### src/rtl/tick_period_monitor_pkg.sv
// Shared state encoding and error-counter helpers for the tick period monitor.
package tick_period_monitor_pkg;

   typedef enum logic [1:0] {
      StIdle   = 2'b00,
      StHunt   = 2'b01,
      StCheck  = 2'b10,
      StLocked = 2'b11
   } mon_state_e;

   localparam int unsigned ErrCntW = 8;

   function automatic logic [ErrCntW-1:0] err_cnt_inc(input logic [ErrCntW-1:0] cnt);
      return (cnt == '1) ? cnt : cnt + 1'b1;
   endfunction

endpackage

### src/rtl/tick_edge_sync.sv
// Rising-edge detector for the strobe under test; TICK_SYNC_EN adds a 2-flop synchroniser.
module tick_edge_sync (
   input  logic clk,
   input  logic rst,
   input  logic tick_i,
   output logic edge_o
);

   logic tick_s;
   logic tick_prev_q;

`ifdef TICK_SYNC_EN
   logic [1:0] sync_q;

   // Reset high so a strobe already high at release is not seen as an edge.
   always_ff @(posedge clk or posedge rst) begin
      if (rst) begin
         sync_q <= 2'b11;
      end else begin
         sync_q <= {sync_q[0], tick_i};
      end
   end

   assign tick_s = sync_q[1];
`else
   assign tick_s = tick_i;
`endif

   always_ff @(posedge clk or posedge rst) begin
      if (rst) begin
         tick_prev_q <= 1'b1;
      end else begin
         tick_prev_q <= tick_s;
      end
   end

   assign edge_o = tick_s & ~tick_prev_q;

endmodule

### src/rtl/tick_period_monitor.sv
// Measures strobe periods, tracks lock and counts period errors.
// Optional input synchroniser selected by TICK_SYNC_EN.
module tick_period_monitor
   import tick_period_monitor_pkg::*;
#(
   parameter int unsigned CNT_W      = 8,
   parameter int unsigned EXP_PERIOD = 4,
   parameter int unsigned LOCK_CNT   = 3,
   parameter int unsigned LOSS_CNT   = 2
) (
   input  logic               clk,
   input  logic               rst,
   input  logic               en,
   input  logic               tick_in,
   output logic [CNT_W-1:0]   period_out,
   output logic               period_vld,
   output logic               locked,
   output logic               err_pulse,
   output logic [ErrCntW-1:0] err_cnt
);

   localparam logic [CNT_W-1:0] CycMax = '1;
   localparam logic [CNT_W-1:0] ExpP   = CNT_W'(EXP_PERIOD);
   localparam logic [CNT_W-1:0] LockN  = CNT_W'(LOCK_CNT);
   localparam logic [CNT_W-1:0] LossN  = CNT_W'(LOSS_CNT);

   mon_state_e         state_q, state_d;
   logic [CNT_W-1:0]   cyc_q, cyc_d;
   logic [CNT_W-1:0]   good_q, good_d;
   logic [CNT_W-1:0]   bad_q, bad_d;
   logic [CNT_W-1:0]   period_q, period_d;
   logic               vld_q, vld_d;
   logic               lock_q, lock_d;
   logic               errp_q, errp_d;
   logic [ErrCntW-1:0] errc_q, errc_d;

   logic tick_edge;
   logic measuring;
   logic good_edge;
   logic err;

   tick_edge_sync u_edge (
      .clk    (clk),
      .rst    (rst),
      .tick_i (tick_in),
      .edge_o (tick_edge)
   );

   assign measuring = (state_q == StCheck) || (state_q == StLocked);
   assign good_edge = tick_edge && (cyc_q == ExpP);
   // Timeout fires once per gap because cyc only passes EXP_PERIOD once before saturating.
   assign err = measuring && ((tick_edge && (cyc_q < ExpP)) || (!tick_edge && (cyc_q == ExpP)));

   always_comb begin
      state_d  = state_q;
      cyc_d    = cyc_q;
      good_d   = good_q;
      bad_d    = bad_q;
      period_d = period_q;
      vld_d    = 1'b0;
      errp_d   = 1'b0;
      errc_d   = errc_q;

      if (!en) begin
         state_d = StIdle;
         cyc_d   = '0;
         good_d  = '0;
         bad_d   = '0;
      end else begin
         if (tick_edge) begin
            cyc_d = CNT_W'(1);
         end else if (cyc_q != CycMax) begin
            cyc_d = cyc_q + 1'b1;
         end

         if (measuring && tick_edge) begin
            vld_d    = 1'b1;
            period_d = cyc_q;
         end

         errp_d = err;
         if (err) begin
            errc_d = err_cnt_inc(errc_q);
         end

         unique case (state_q)
            StIdle: state_d = StHunt;
            StHunt: begin
               if (tick_edge) begin
                  state_d = StCheck;
                  good_d  = '0;
               end
            end
            StCheck: begin
               if (err) begin
                  good_d = '0;
               end else if (good_edge) begin
                  if (good_q + 1'b1 == LockN) begin
                     state_d = StLocked;
                     good_d  = '0;
                     bad_d   = '0;
                  end else begin
                     good_d = good_q + 1'b1;
                  end
               end
            end
            StLocked: begin
               if (err) begin
                  if (bad_q + 1'b1 == LossN) begin
                     state_d = StHunt;
                     bad_d   = '0;
                  end else begin
                     bad_d = bad_q + 1'b1;
                  end
               end else if (good_edge) begin
                  bad_d = '0;
               end
            end
            default: state_d = StIdle;
         endcase
      end

      lock_d = (state_d == StLocked);
   end

   always_ff @(posedge clk or posedge rst) begin
      if (rst) begin
         state_q  <= StIdle;
         cyc_q    <= '0;
         good_q   <= '0;
         bad_q    <= '0;
         period_q <= '0;
         vld_q    <= 1'b0;
         lock_q   <= 1'b0;
         errp_q   <= 1'b0;
         errc_q   <= '0;
      end else begin
         state_q  <= state_d;
         cyc_q    <= cyc_d;
         good_q   <= good_d;
         bad_q    <= bad_d;
         period_q <= period_d;
         vld_q    <= vld_d;
         lock_q   <= lock_d;
         errp_q   <= errp_d;
         errc_q   <= errc_d;
      end
   end

   assign period_out = period_q;
   assign period_vld = vld_q;
   assign locked     = lock_q;
   assign err_pulse  = errp_q;
   assign err_cnt    = errc_q;

endmodule
### config.mk
export PLATFORM = sky130hd
export DESIGN_NAME = tick_period_monitor
export DESIGN_NICKNAME = d
export VERILOG_FILES = /design/src/rtl/tick_period_monitor_pkg.sv /design/src/rtl/tick_edge_sync.sv /design/src/rtl/tick_period_monitor.sv
export SDC_FILE = /design/constraint.sdc
export NUM_CORES = 1
export LEC_CHECK = 0
export ABC_CLOCK_PERIOD_IN_PS = 3100
export CELL_PAD_IN_SITES_DETAIL_PLACEMENT = 0
export CELL_PAD_IN_SITES_GLOBAL_PLACEMENT = 1
export CORE_MARGIN = 2
export CORE_UTILIZATION = 48
export CTS_BUF_LIST = sky130_fd_sc_hd__clkbuf_16
export CTS_CLUSTER_SIZE = 12
export DETAILED_ROUTE_END_ITERATION = 16
export GPL_TIMING_DRIVEN = 0
export PLACE_DENSITY_LB_ADDON = 0.1
export REMOVE_ABC_BUFFERS = 1
export SLEW_MARGIN = 20
export SYNTH_ARGS = -nofsm -noshare
export SYNTH_HDL_FRONTEND = slang
export SYNTH_HIERARCHICAL = 1
export SYNTH_SLANG_ARGS = --single-unit
### constraint.sdc
create_clock -name clk -period 3.1 [get_ports clk]
set_input_delay 0.31 -clock clk [delete_from_list [all_inputs] [get_ports clk]]
set_output_delay 0.31 -clock clk [all_outputs]
set_load 0.02 [all_outputs]
== Word-level counts from Yosys, hierarchy flattened ==
Cells that the tools add are included.

* $add $sub $neg: 4
* Magnitude comparators: 1
* Equality and inequality tests: 18
* Multiplexer cells: 28
* Bitwise logic cells: 3
* Reductions and logical operators: 13

{| class="wikitable"
|+ Operators with widths
! operator !! count
|-
| 2-to-1 mux 8 bit || 15
|-
| adder 8 x 1 -> 8 bit, second input constant || 4
|-
| case mux 8 bit (2 select lines) || 2
|-
| equality test 8 x 2 -> 1 bit, second input constant || 2
|-
| 2-to-1 mux 2 bit || 7
|-
| inequality test 3 x 1 -> 1 bit, second input constant || 3
|-
| inequality test 3 bit, second input constant || 3
|-
| equality test 8 x 3 -> 1 bit, second input constant || 1
|-
| equality test 8 bit, second input constant || 1
|-
| < comparator 8 x 3 -> 1 bit, second input constant || 1
|-
| inequality test 4 bit, second input constant || 2
|-
| inequality test 8 bit, second input constant || 1
|-
| case mux 2 bit (4 select lines) || 1
|-
| equality test 2 bit, second input constant || 3
|-
| AND reduction 3 bit || 2
|-
| logical AND 1 bit || 5
|-
| AND reduction 5 bit || 1
|-
| 2-to-1 mux 1 bit || 3
|-
| inequality test 3 x 2 -> 1 bit, second input constant || 1
|-
| equality test 2 x 1 -> 1 bit, second input constant || 1
|-
| logical NOT 2 bit || 1
|-
| logical OR 1 bit || 2
|-
| NOT 1 bit || 2
|-
| AND reduction 2 bit || 1
|-
| 2 further kinds || 2
|}

* Flip-flop bits (word level): 46
* Input bits: 4
* Output and inout port bits: 19
* Word-level logic and storage cells: 77

== Logic depth before layout (Yosys ltp) ==
* Depth in word-level cells: 10
* Mapped depth: 8
* Mapped depth without buffers: 7

== Hierarchy ==
Netlist, hierarchy kept.

{| class="wikitable"
|+ Modules (own cells, without submodules)
! module !! times used !! cells an instance !! area each (sq um) !! seq. area each (sq um)
|-
| tick_period_monitor || 1 || 242 || 2,446.1 || 1,126.1
|-
| tick_edge_sync || 1 || 3 || 43.8 || 26.3
|}

== Worst setup path before layout ==
OpenSTA, ideal clock, no wires.

* Path kind: register to register
* Start: reg cyc_q[4]
* End: reg errc_q[1], in the netlist err_cnt[1]
* Setup time: 128 ps
* Arrival: 1,921 ps
* Required time: 2,972 ps
* Slack: 1,052 ps
* Cell stages (with the launch flop): 5
* Path buffers: 0
* Period minus slack after synthesis: 2,048 ps
* Cell sequence: dfrtp_1 > or4_4 > a2111oi_4 > a21boi_4 > mux2_1

* Word-level cells in the longest chain between the ends: 5
* Elaborated cells between the ends (all ways): 7
* Those cells by class: 1 x order compare; 1 x eq/ne; 5 x reduce/logical

{| class="wikitable"
|+ Ends and longest elaborated chain
! item !! line !! source
|-
| from (decl) || tick_period_monitor.sv:28 || <nowiki>logic [CNT_W-1:0] cyc_q, cyc_d;</nowiki>
|-
| from (signal assigned) || tick_period_monitor.sv:139 || <nowiki>cyc_q <= cyc_d;</nowiki>
|-
| < comparator 8 x 3 -> 1 bit / equality test 8 x 3 -> 1 bit (equally long branches) || tick_period_monitor.sv:52 || <nowiki>assign err = measuring && ((tick_edge && (cyc_q < ExpP)) || (!tick_edge && (cyc_q == ExpP)));</nowiki>
|-
| logical AND 1 bit || tick_period_monitor.sv:52 ||
|-
| logical OR 1 bit * || tick_period_monitor.sv:52 ||
|-
| logical AND 1 bit * || tick_period_monitor.sv:52 ||
|-
| AND reduction 3 bit (no source line) * || n/a ||
|-
| to (signal assigned) || tick_period_monitor.sv:146 || <nowiki>errc_q <= errc_d;</nowiki>
|-
| to (decl) || tick_period_monitor.sv:35 || <nowiki>logic [ErrCntW-1:0] errc_q, errc_d;</nowiki>
|}

Every way passes the cells marked *; elsewhere a longest branch is shown, timed or not.
A chain may end at the register's enable or synchronous reset.

== Worst setup path after layout ==
* Start: reg good_q[0]
* End: reg bad_q[2]

* Word-level cells in the longest chain between the ends: 4

{| class="wikitable"
|+ Ends and longest elaborated chain
! item !! line !! source
|-
| from (decl) || tick_period_monitor.sv:29 || <nowiki>logic [CNT_W-1:0] good_q, good_d;</nowiki>
|-
| from (signal assigned) || tick_period_monitor.sv:140 || <nowiki>good_q <= good_d;</nowiki>
|-
| adder 8 x 1 -> 8 bit || tick_period_monitor.sv:98 || <nowiki>if (good_q + 1'b1 == LockN) begin</nowiki>
|-
| equality test 8 x 2 -> 1 bit || tick_period_monitor.sv:98 ||
|-
| inequality test 3 x 2 -> 1 bit (no source line) || n/a ||
|-
| AND reduction 5 bit (no source line) || n/a ||
|-
| to (signal assigned) || tick_period_monitor.sv:131 || <nowiki>bad_q <= '0;</nowiki>
|-
| to (signal assigned) || tick_period_monitor.sv:141 || <nowiki>bad_q <= bad_d;</nowiki>
|-
| to (decl) || tick_period_monitor.sv:30 || <nowiki>logic [CNT_W-1:0] bad_q, bad_d;</nowiki>
|}

No other way between the ends.

==> impl_metrics.toml <==
[timing]
setup_slack_ns = 0.541
tns_ns = 0
rsz0062_at_grt = "false"
slew_headroom_pct = 60.9
fin_crit_sh_pct = 82.6
period_needed_ns = 2.56
fmax_ghz = 0.391
setup-violations-final = 0
finalClockSkew_ns = 0.00394
final_max_slew_viol_count = 0
hold_ws_ns = 0.364
max_slew.worst_pin.slew_ns = 0.582
hold_violations = 0

[cts]
cts_resized = 0
cts_tree = "built"
clk_latency_ns = 0.28
numCtsBuffers = 5
cts.clk_slew.worst_paths_ns = 0.06
root_buffer = "clkbuf_16"
post_cts_buffers = 0
cts_sinks = 46
ctsHoldBuffers = 0
htreeDepth = 2
cts_max_path_buffers = 2

[outcome]
status = "finished clean"

[power_and_ir_drop]
ir_drop_v = 0.000302
intPower_mw = 0.966
power_mw = 1.29
powerDensity_nw_per_um2 = 440
comb_power_share_pct = 9.4
netSwitchingFraction_pct = 24.8
p_switching_mw = 0.319
power.share.clock_pct = 40.2
p_seq_share_pct = 50.4
p_leak_nw = 1.21

[die]
die_y_um = 76.0
num_rows = 26
die-area_um2 = 5780
num_io_pins = 23
placeableCoreArea_um2 = 5040
die_w_um = 76.0
start_util_pct = 49.4

[cells_and_area]
final_cell_mix = "dfrtp_1, clkdlybuf4s50_1, inv_1"
drive_gt1_share_pct = 10.6
layout-area-overhead-vs-synth_pct = 17.2
multiInputGateArea_um2 = 1230
nets = 275
seqCellArea_um2 = 1150
final_common_cell = "dfrtp_1"
fill_cells = 438
final_util_pct = 57.9
insertedDiodeCount = 0

[routing]
final_antenna_net_count = 0
firstDrtPassIters = 4
vias_per_cell = 5.47
drt_iter0_markers = 81
drc = 0
routed_wl_mm = 4.94
wire_per_inst_um = 14.7
vias = 1834

[worst_setup_path]
worst-path-buf-inv = 0
r2r_end = "bad_q[2]"
worst_ep_required_time_ns = 3.24
slowest_stage = "o21ai_1"
cp-endpoint = "bad_q[2]"
worstPathMaxFanout = 11
startpoint = "good_q[0]"
r2r_setup_slack_ns = 0.54
slowest_delay_ns = 0.56
cpLargestDelayFamily = "compound AO/OA/AOI/OAI gates"
rr_worst_depth = 6
cp_cell_sequence = "ha_1, and4_1, o2111a_1, o2111ai_1, o21ai_1, o221ai_1"
startpoint_type = "flop"
arrival_ns = 2.70
crit_type = "reg2reg"
r2r-start = "good_q[0]"
end_kind = "flop"
cp.depth = 6

[global_routing]
grt_pass1_wl_mm = 8.83
grt_pass1_vias = 1818
grt_usage_pct = 18.7
antenna_found_initial = 0
grt_max_degree = 24
overflow = 0

[synthesis]
synthCells = 245
synth-edff-count = 0
async_reset_ff_share_pct = 100
ys_ff_latch = 46
yosysSeqAreaShare_pct = 46.3
syn_area_per_cell_um2 = 10.2
yosysWarnings = 6
ys.flop_type = "dfrtp_1"
synth.distinct_cells = 51
synth_area_um2 = 2490

[placed_design]
post-dp-hpwl_mm = 3.31
dpl_worst_slack_ns = 0.441
io_buffers = 22
place_congestion = 0.785

[job]
drv_cap = 0

[min_path]
hp-class = "in2async"
[logic make-up (layout without fill, tap and decap cells)]
| group | after synthesis | after routing | share of synthesized area [%] |
|---|---|---|---|
| buffers and inverters | 28 | 48 | 4.37 |
| muxes | 8 | 8 | 3.57 |
| and+or+nand+nor | 85 | 85 | 18.9 |
| adders and majority gates | 7 | 7 | 3.52 |
| xor gates and xnor gates | 17 | 17 | 5.98 |
| DFF | 46 | 46 | 46.3 |
| AOI/OAI and AO/OA | 54 | 54 | 17.4 |
[power groups by stage]
stage | Combinational (mW) | Clock (mW) | Sequential (mW)
after floorplan | 0.0505 | 0 | 0.671
after global placement | 0.116 | 0 | 0.659
after detailed placement | 0.123 | 0 | 0.658
after CTS | 0.123 | 0.533 | 0.648
after global routing | 0.135 | 0.558 | 0.652
final | 0.120 | 0.517 | 0.648
[cells in the mapped netlist (2+ instances only)]
| library cell | n | area share (%) |
|---|---|---|
| or4_4 | 2 | 0.90 |
| o211ai_1 | 3 | 0.90 |
| ha_1 | 7 | 3.5 |
| o21ai_1 | 10 | 2.0 |
| nand3_1 | 9 | 1.8 |
| nor3_1 | 7 | 1.4 |
| nand4_1 | 11 | 2.8 |
| nor2_1 | 13 | 2.0 |
| nand2_1 | 16 | 2.4 |
| clkbuf_1 | 9 | 1.4 |
| mux2_2 | 6 | 2.7 |
| and2_1 | 2 | 0.50 |
| and4_1 | 2 | 0.70 |
| o21ai_0 | 3 | 0.60 |
| dfrtp_1 | 45 | 45 |
| nand2b_1 | 4 | 1.0 |
| and3_1 | 7 | 1.8 |
| a21boi_0 | 3 | 0.90 |
| inv_1 | 17 | 2.6 |
| a21oi_2 | 2 | 0.70 |
| a211oi_1 | 4 | 1.2 |
| o31ai_1 | 5 | 1.5 |
| o32ai_1 | 2 | 0.70 |
| a41o_1 | 3 | 1.2 |
| a21bo_2 | 3 | 1.2 |
| xnor2_1 | 12 | 4.2 |
| o22ai_1 | 4 | 1.0 |
| a311oi_1 | 2 | 0.70 |
| nand3b_1 | 6 | 1.8 |
| xor2_1 | 5 | 1.8 |
[cell type report]
class | instances | share of cell area [%]
multi-input cells | 171 | 42.1
inverters | 17 | 2.19
repair buffers | 23 | 8.49
flip-flops and latches | 46 | 39.5
clock inverters | 3 | 0.471
clock buffers | 5 | 4.29
well taps | 70 | 3.00
[worst min-delay path by stage]
stage / start / slack (ns) / end
6_report: rst / 0.36 / u_edge/tick_prev_q
5_1_grt: rst / 0.38 / u_edge/tick_prev_q
4_1_cts: rst / 0.36 / u_edge/tick_prev_q
3_5_place_dp: period_out[0] / 0.47 / period_out[0]
3_3_place_gp: period_out[1] / 0.48 / period_out[1]
2_1_floorplan: rst / 0.20 / u_edge/tick_prev_q
[stage by stage]
step	instance area [um2]	std cells
3_3_place_gp	2750	326
5_1_grt	2920	335
2_1_floorplan	2440	234
4_1_cts	2920	335
3_5_place_dp	2780	327
6_report	2920	335
[flip-flops by register name, indices dropped and copies added (netlist names)]
name / flops
bad_q: 8
cyc_q: 8
err_cnt: 8
good_q: 8
period_out: 8
state_q: 2
err_pulse: 1
locked: 1
period_vld: 1
u_edge/tick_prev_q: 1
[routing by layer]
layer / track usage (%) / routed length [um] / vias up
li1: - / - / 924
met1: 26.8 / 2580 / 884
met2: 28.2 / 2120 / 22
met3: 4.03 / 163 / 4
met4: 6.91 / 74 / 0
met5: 0 / 0 / -
(Power assumes the default switching activity.)
